==> src/rtl/pc_ctrl_if.sv <==
// pc_ctrl_if: request/redirect bundle between the pipeline and pc_ctrl.
// master = pipeline side (drives requests), slave = pc_ctrl.
interface pc_ctrl_if #(
  parameter int unsigned CAUSE_W = 5
);
  logic [31:0]        cur_pc;
  logic               stall;
  logic               branch_taken;
  logic [31:0]        branch_target;
  logic               jump;
  logic [31:0]        jump_target;
  logic               exc_req;
  logic [CAUSE_W-1:0] exc_code;
  logic               eret;
  logic               halt;
  logic               resume;
  logic [31:0]        new_pc;
  logic               load;
  logic [31:0]        pc_load;
  logic               flush;
  logic               halted;
  logic [31:0]        epc;
  logic [CAUSE_W-1:0] cause;

  modport master (
    output cur_pc, stall, branch_taken, branch_target,
    output jump, jump_target, exc_req, exc_code,
    output eret, halt, resume,
    input  new_pc, load, pc_load, flush, halted, epc, cause
  );

  modport slave (
    input  cur_pc, stall, branch_taken, branch_target,
    input  jump, jump_target, exc_req, exc_code,
    input  eret, halt, resume,
    output new_pc, load, pc_load, flush, halted, epc, cause
  );
endinterface

==> src/rtl/pc_ctrl.sv <==
// pc_ctrl: next-PC controller (RUN / FLUSH / HALT) with EPC/cause.
// Ports: clk, reset (async, active-low), bus (pc_ctrl_if.slave).
//   bus inputs : cur_pc, stall, branch_*, jump*, exc_*, eret, halt, resume
//   bus outputs: new_pc/load/pc_load (comb), flush/halted/epc/cause (reg)
// Option: define PC_CTRL_EXC_EN to enable exception entry and eret.
module pc_ctrl #(
  parameter logic [31:0] EXC_VECTOR   = 32'h0000_0080,
  parameter int unsigned FLUSH_CYCLES = 2,
  parameter int unsigned CAUSE_W      = 5
) (
  input  logic     clk,
  input  logic     reset,
  pc_ctrl_if.slave bus
);

  typedef enum logic [1:0] {
    S_RUN,
    S_FLUSH,
    S_HALT
  } state_t;

  localparam logic [3:0] FCNT_INIT = 4'(FLUSH_CYCLES);

  state_t      r_state;
  state_t      w_state_nxt;
  logic [3:0]  r_fcnt;
  logic [3:0]  w_fcnt_nxt;
  logic        r_flush;
  logic        r_halted;
  logic        w_exc;
  logic        w_eret;
  logic        w_load;
  logic [31:0] w_target;
  logic [31:0] w_new_pc;
  logic [31:0] w_seq;

  assign w_seq = bus.cur_pc + 32'd4;

`ifdef PC_CTRL_EXC_EN
  logic [31:0]        r_epc;
  logic [CAUSE_W-1:0] r_cause;

  assign w_exc  = bus.exc_req;
  assign w_eret = bus.eret;

  // Exceptions are honoured in every state, so capture on w_exc alone.
  always_ff @(posedge clk or negedge reset) begin
    if (!reset) begin
      r_epc   <= '0;
      r_cause <= '0;
    end else if (w_exc) begin
      r_epc   <= bus.cur_pc;
      r_cause <= bus.exc_code;
    end
  end

  assign bus.epc   = r_epc;
  assign bus.cause = r_cause;
`else
  logic w_unused_exc;

  assign w_unused_exc = ^{bus.exc_req, bus.eret, bus.exc_code};
  assign w_exc        = 1'b0;
  assign w_eret       = 1'b0;
  assign bus.epc      = '0;
  assign bus.cause    = '0;
`endif

  always_comb begin
    w_state_nxt = r_state;
    w_fcnt_nxt  = r_fcnt;
    w_load      = 1'b0;
    w_target    = '0;
    w_new_pc    = w_seq;
    unique case (r_state)
      S_RUN: begin
        if (w_exc) begin
          w_load      = 1'b1;
          w_target    = EXC_VECTOR;
          w_fcnt_nxt  = FCNT_INIT;
          w_state_nxt = S_FLUSH;
        end else if (w_eret) begin
          w_load      = 1'b1;
          w_target    = bus.epc;
          w_fcnt_nxt  = FCNT_INIT;
          w_state_nxt = S_FLUSH;
        end else if (bus.jump) begin
          w_load      = 1'b1;
          w_target    = bus.jump_target;
          w_fcnt_nxt  = FCNT_INIT;
          w_state_nxt = S_FLUSH;
        end else if (bus.branch_taken) begin
          w_load      = 1'b1;
          w_target    = bus.branch_target;
          w_fcnt_nxt  = FCNT_INIT;
          w_state_nxt = S_FLUSH;
        end else if (bus.halt) begin
          w_new_pc    = bus.cur_pc;
          w_state_nxt = S_HALT;
        end else if (bus.stall) begin
          w_new_pc    = bus.cur_pc;
        end
      end
      S_FLUSH: begin
        // Only exceptions survive; other requests are from flushed slots.
        if (w_exc) begin
          w_load     = 1'b1;
          w_target   = EXC_VECTOR;
          w_fcnt_nxt = FCNT_INIT;
        end else if (bus.stall) begin
          w_new_pc   = bus.cur_pc;
        end else begin
          w_fcnt_nxt = r_fcnt - 4'd1;
          if (r_fcnt == 4'd1) begin
            w_state_nxt = S_RUN;
          end
        end
      end
      S_HALT: begin
        w_new_pc = bus.cur_pc;
        if (w_exc) begin
          w_load      = 1'b1;
          w_target    = EXC_VECTOR;
          w_fcnt_nxt  = FCNT_INIT;
          w_state_nxt = S_FLUSH;
        end else if (bus.resume) begin
          w_state_nxt = S_RUN;
        end
      end
      default: begin
        w_state_nxt = S_RUN;
      end
    endcase
    if (!reset) begin
      w_load   = 1'b0;
      w_target = '0;
      w_new_pc = '0;
    end
  end

  always_ff @(posedge clk or negedge reset) begin
    if (!reset) begin
      r_state  <= S_RUN;
      r_fcnt   <= '0;
      r_flush  <= 1'b0;
      r_halted <= 1'b0;
    end else begin
      r_state  <= w_state_nxt;
      r_fcnt   <= w_fcnt_nxt;
      r_flush  <= (w_state_nxt == S_FLUSH);
      r_halted <= (w_state_nxt == S_HALT);
    end
  end

  assign bus.new_pc  = w_new_pc;
  assign bus.load    = w_load;
  assign bus.pc_load = w_target & ~32'h3;
  assign bus.flush   = r_flush;
  assign bus.halted  = r_halted;

endmodule

==> src/flat_wrapper.sv <==
// flat-port wrapper written by rule: the top's interface ports become plain ports
module pc_ctrl_flat 
#(
  parameter logic [31:0] EXC_VECTOR   = 32'h0000_0080,
  parameter int unsigned FLUSH_CYCLES = 2,
  parameter int unsigned CAUSE_W      = 5
)
  (clk, reset, bus_cur_pc, bus_stall, bus_branch_taken, bus_branch_target, bus_jump, bus_jump_target, bus_exc_req, bus_exc_code, bus_eret, bus_halt, bus_resume, bus_new_pc, bus_load, bus_pc_load, bus_flush, bus_halted, bus_epc, bus_cause);
  pc_ctrl_if #(.CAUSE_W(CAUSE_W)) bus_i ();
  input  logic clk;
  input  logic reset;
  input wire logic [$bits(bus_i.cur_pc)-1:0] bus_cur_pc;
  input wire logic [$bits(bus_i.stall)-1:0] bus_stall;
  input wire logic [$bits(bus_i.branch_taken)-1:0] bus_branch_taken;
  input wire logic [$bits(bus_i.branch_target)-1:0] bus_branch_target;
  input wire logic [$bits(bus_i.jump)-1:0] bus_jump;
  input wire logic [$bits(bus_i.jump_target)-1:0] bus_jump_target;
  input wire logic [$bits(bus_i.exc_req)-1:0] bus_exc_req;
  input wire logic [$bits(bus_i.exc_code)-1:0] bus_exc_code;
  input wire logic [$bits(bus_i.eret)-1:0] bus_eret;
  input wire logic [$bits(bus_i.halt)-1:0] bus_halt;
  input wire logic [$bits(bus_i.resume)-1:0] bus_resume;
  output wire logic [$bits(bus_i.new_pc)-1:0] bus_new_pc;
  output wire logic [$bits(bus_i.load)-1:0] bus_load;
  output wire logic [$bits(bus_i.pc_load)-1:0] bus_pc_load;
  output wire logic [$bits(bus_i.flush)-1:0] bus_flush;
  output wire logic [$bits(bus_i.halted)-1:0] bus_halted;
  output wire logic [$bits(bus_i.epc)-1:0] bus_epc;
  output wire logic [$bits(bus_i.cause)-1:0] bus_cause;
  assign bus_i.cur_pc = bus_cur_pc;
  assign bus_i.stall = bus_stall;
  assign bus_i.branch_taken = bus_branch_taken;
  assign bus_i.branch_target = bus_branch_target;
  assign bus_i.jump = bus_jump;
  assign bus_i.jump_target = bus_jump_target;
  assign bus_i.exc_req = bus_exc_req;
  assign bus_i.exc_code = bus_exc_code;
  assign bus_i.eret = bus_eret;
  assign bus_i.halt = bus_halt;
  assign bus_i.resume = bus_resume;
  assign bus_new_pc = bus_i.new_pc;
  assign bus_load = bus_i.load;
  assign bus_pc_load = bus_i.pc_load;
  assign bus_flush = bus_i.flush;
  assign bus_halted = bus_i.halted;
  assign bus_epc = bus_i.epc;
  assign bus_cause = bus_i.cause;
  pc_ctrl #(.EXC_VECTOR(EXC_VECTOR), .FLUSH_CYCLES(FLUSH_CYCLES), .CAUSE_W(CAUSE_W)) u_core (.clk(clk), .reset(reset), .bus(bus_i));
endmodule
==> config.mk <==
export PLATFORM = sky130hd
export DESIGN_NAME = pc_ctrl_flat
export DESIGN_NICKNAME = d
export VERILOG_FILES = /design/src/rtl/pc_ctrl_if.sv /design/src/rtl/pc_ctrl.sv /design/src/flat_wrapper.sv
export SDC_FILE = /design/constraint.sdc
export NUM_CORES = 1
export LEC_CHECK = 0
export CAP_MARGIN = 15
export CORE_ASPECT_RATIO = 2
export CORE_MARGIN = 8
export CORE_UTILIZATION = 33
export DETAILED_ROUTE_END_ITERATION = 16
export GPL_TIMING_DRIVEN = 0
export PLACE_DENSITY = 0.89
export SLEW_MARGIN = 20
export SYNTH_ARGS = -nofsm -noshare
export SYNTH_HDL_FRONTEND = slang
export SYNTH_SLANG_ARGS = --single-unit
==> constraint.sdc <==
create_clock -name clk -period 6.16 [get_ports clk]
set_input_delay 1.232 -clock clk [delete_from_list [all_inputs] [get_ports clk]]
set_output_delay 1.232 -clock clk [all_outputs]
set_load 0.02 [all_outputs]
==> results.json <==
{
  "outcome": "finished clean",
  "synth_edf_count": 0,
  "dieWidth_um": 73.0,
  "crit_arrival_ps": 4120,
  "holdPathStages": 2,
  "multi_input_area_um2": 1650,
  "cp_slowest_stage_delay_ps": 700,
  "crit_type": "primary input to output pin",
  "drt-pass1-iter-count": 4,
  "cap_violations": 0,
  "setup-tns-final_ps": 0,
  "hold_violations": 0,
  "r2r-start": "u_core.r_fcnt[0]$_DFFE_PN0P_",
  "yosysUniqueCellTypes": 51,
  "hold_path.class": "register to register",
  "ant_nets": 0,
  "cp_slowest_cell": "clkdlybuf4s50_1",
  "grt_pass1_wl_um": 16100,
  "synthArstFlopShare_pct": 100,
  "fin_crit_ps": 5350,
  "place_inst": 601,
  "final_util_pct": 64.7,
  "ys_seq_area_share_pct": 9.32,
  "clk_pin_slew_ps": 40,
  "core-area_um2": 6310,
  "p_leak_nw": 1.61,
  "peakVddDrop_mv": 0.0908,
  "critPathMaxFanout": 10,
  "relSlewSlack_pct": 58.0,
  "power.density_nw_per_um2": 133,
  "antenna_found_initial": 0,
  "wl_per_cell_um": 17.8,
  "io_buffers": 161,
  "nets": 633,
  "hp-start": "u_core.r_fcnt[3]$_DFFE_PN0P_",
  "syn_inst": 316,
  "whs_endpoint": "u_core.bus.flush$_DFF_PN0_",
  "final_cells": 604,
  "cts_resized": 0,
  "fill_cells": 564,
  "grt_pass1_vias": 3229,
  "grt_start_max_net_pins": 11,
  "wl_um": 10700,
  "clock_latency_ps": 230,
  "cts_buffers": 3,
  "slew_viol_final": 0,
  "fin_crit_sh_pct": 86.9,
  "fmax_mhz": 187,
  "yosys_most_used_dff": "dfrtp_1",
  "gr-total-overflow": 0,
  "ff2ff_path_depth": 5,
  "cts_max_level": 1,
  "cts_tree": "built",
  "grt_usage_pct": 21.1,
  "regArea_um2": 200,
  "cts_setup_buffers": 0,
  "syn_avg_cell_area_um2": 6.79,
  "synth_warnings": 0,
  "cts_root_buf": "clkbuf_16",
  "worst_pin_slew_ps": 623,
  "worstPathRequired_ps": 4930,
  "ff2ff_setup_slack_ps": 4690,
  "crit_path_cell_trace": "clkdlybuf4s50_1 -> clkbuf_1 -> clkinv_1 -> or4_1 -> nand2_1 -> clkdlybuf4s50_1",
  "drive_gt1_share_pct": 12.5,
  "start_util_pct": 34.0,
  "ios": 214,
  "die_area_um2": 9500,
  "rsz0062_at_grt": "false",
  "drc": 0,
  "cp-end-kind": "output pin",
  "rr_endpoint": "u_core.r_fcnt[2]$_DFFE_PN0P_",
  "synth_area_um2": 2150,
  "post-dp-hpwl_um": 9180,
  "place.gp.congestion": 0.855,
  "crit_top_cell": "clkdlybuf4s50_1",
  "via_per_inst": 5.09,
  "ctsLongestPathBuffers": 2,
  "std_cell_rows": 41,
  "first_iter_violations": 93,
  "insertedDiodeCount": 0,
  "skew_ps": 2.77,
  "vias": 3077,
  "setup.worst_path.start_class": "primary input",
  "areaGrowthSynthToFinish_pct": 90.2,
  "ys_ff_latch": 8,
  "cts_sinks": 8,
  "setup_viol_count_final": 0,
  "chipHeight_um": 130,
  "cts_hold_buffers": 0
}
## through the flow
stage | power (mW) | cell area (µm²) | setup slack, ps | hold WS (ps)
2_1_floorplan | 0.275 | 2290 | 2140 | 516
3_3_place_gp | 0.415 | 4010 | 729 | 536
3_5_place_dp | 0.425 | 4010 | 684 | 575
4_1_cts | 0.542 | 4080 | 688 | 591
5_1_grt | 0.576 | 4080 | 538 | 632
6_report | 0.542 | 4080 | 809 | 578
## cell usage after synthesis (8+ instances only)
cell type | number | area share (%)
o21ai_0 | 13 | 3.0
a21oi_1 | 14 | 3.3
xor2_1 | 12 | 4.9
or3_1 | 9 | 2.6
clkbuf_1 | 16 | 2.8
nand3_1 | 8 | 1.9
buf_4 | 40 | 14
nand2_1 | 15 | 2.6
a22oi_1 | 31 | 11
dfrtp_1 | 8 | 9.3
nor2_1 | 57 | 10
## state kept, by name (all words and copies together), names as in the netlist
register,flops
u_core.bus.halted,1
u_core.r_state,2
u_core.r_fcnt,4
u_core.bus.flush,1
## logic make-up (layout without fill, tap and decap cells)
family,Yosys count,in the layout,share of synthesized area (%)
muxes,2,2,1.05
buffers and inverters,68,232,20.5
adders and majority gates,3,3,1.75
DFF,8,8,9.32
xor gates and xnor gates,15,15,6.12
other,1,39,0.175
and+or+nand+nor,127,127,29.1
AOI/OAI and AO/OA,92,92,31.9
## worst max-delay path, delay by kind of cell
family	cells	cell delay (ps)
buffers and inverters	4	2190
and+or+nand+nor	2	680
## routing by layer
layer,global-route usage [%],part of all wire [%],vias up
met2,42.1,53,185
met5,0,0,-
met3,7.15,12,18
met4,7.48,2.8,0
li1,-,-,1480
met1,18.4,33,1394
## layout by cell type, fill, tap and decap left out, types with 4 or more instances in the layout
| master | synthesis | layout |
|---|---|---|
| a21oi_1 | 14 | 14 |
| a22oi_1 | 31 | 31 |
| and2_1 | 5 | 5 |
| and3_1 | 6 | 6 |
| buf_4 | 40 | 40 |
| clkbuf_1 | 16 | 16 |
| clkdlybuf4s50_1 | 0 | 161 |
| conb_1 | 1 | 39 |
| dfrtp_1 | 8 | 8 |
| inv_1 | 5 | 5 |
| nand2_1 | 15 | 15 |
| nand3_1 | 8 | 8 |
| nand4_1 | 4 | 4 |
| nor2_1 | 57 | 57 |
| nor3_1 | 6 | 6 |
| o2111ai_1 | 5 | 5 |
| o211ai_1 | 5 | 5 |
| o21ai_0 | 13 | 13 |
| or3_1 | 9 | 9 |
| or4_1 | 4 | 4 |
| xor2_1 | 12 | 12 |
## area by class of cell
cell class	count	area share, %
multi-input cells	278	40.4
repair buffers	161	39.5
plain buffers	62	10.2
flip-flops and latches	8	4.90
well taps	86	2.63
clock buffers	3	1.84
inverters	6	0.551
## power breakdown
part,total [mW],switching [mW],internal (mW)
registers,0.0826,0.0136,0.0690
clock network,0.110,0.0261,0.0838
logic,0.349,0.179,0.171
## worst max-delay path by stage
| stage | from | end | slack (ps) | depth (start not counted) |
|---|---|---|---|---|
| 3_5_place_dp | reset | bus_new_pc[26] | 680 | 6 |
| 3_3_place_gp | reset | bus_new_pc[26] | 730 | 6 |
| 4_1_cts | reset | bus_new_pc[26] | 690 | 6 |
| 5_1_grt | reset | bus_new_pc[26] | 540 | 6 |
| 6_report | reset | bus_new_pc[26] | 810 | 6 |
| 2_1_floorplan | bus_stall | bus_new_pc[25] | 2140 | 6 |
Note: power is estimated with default switching activity, not from simulation.
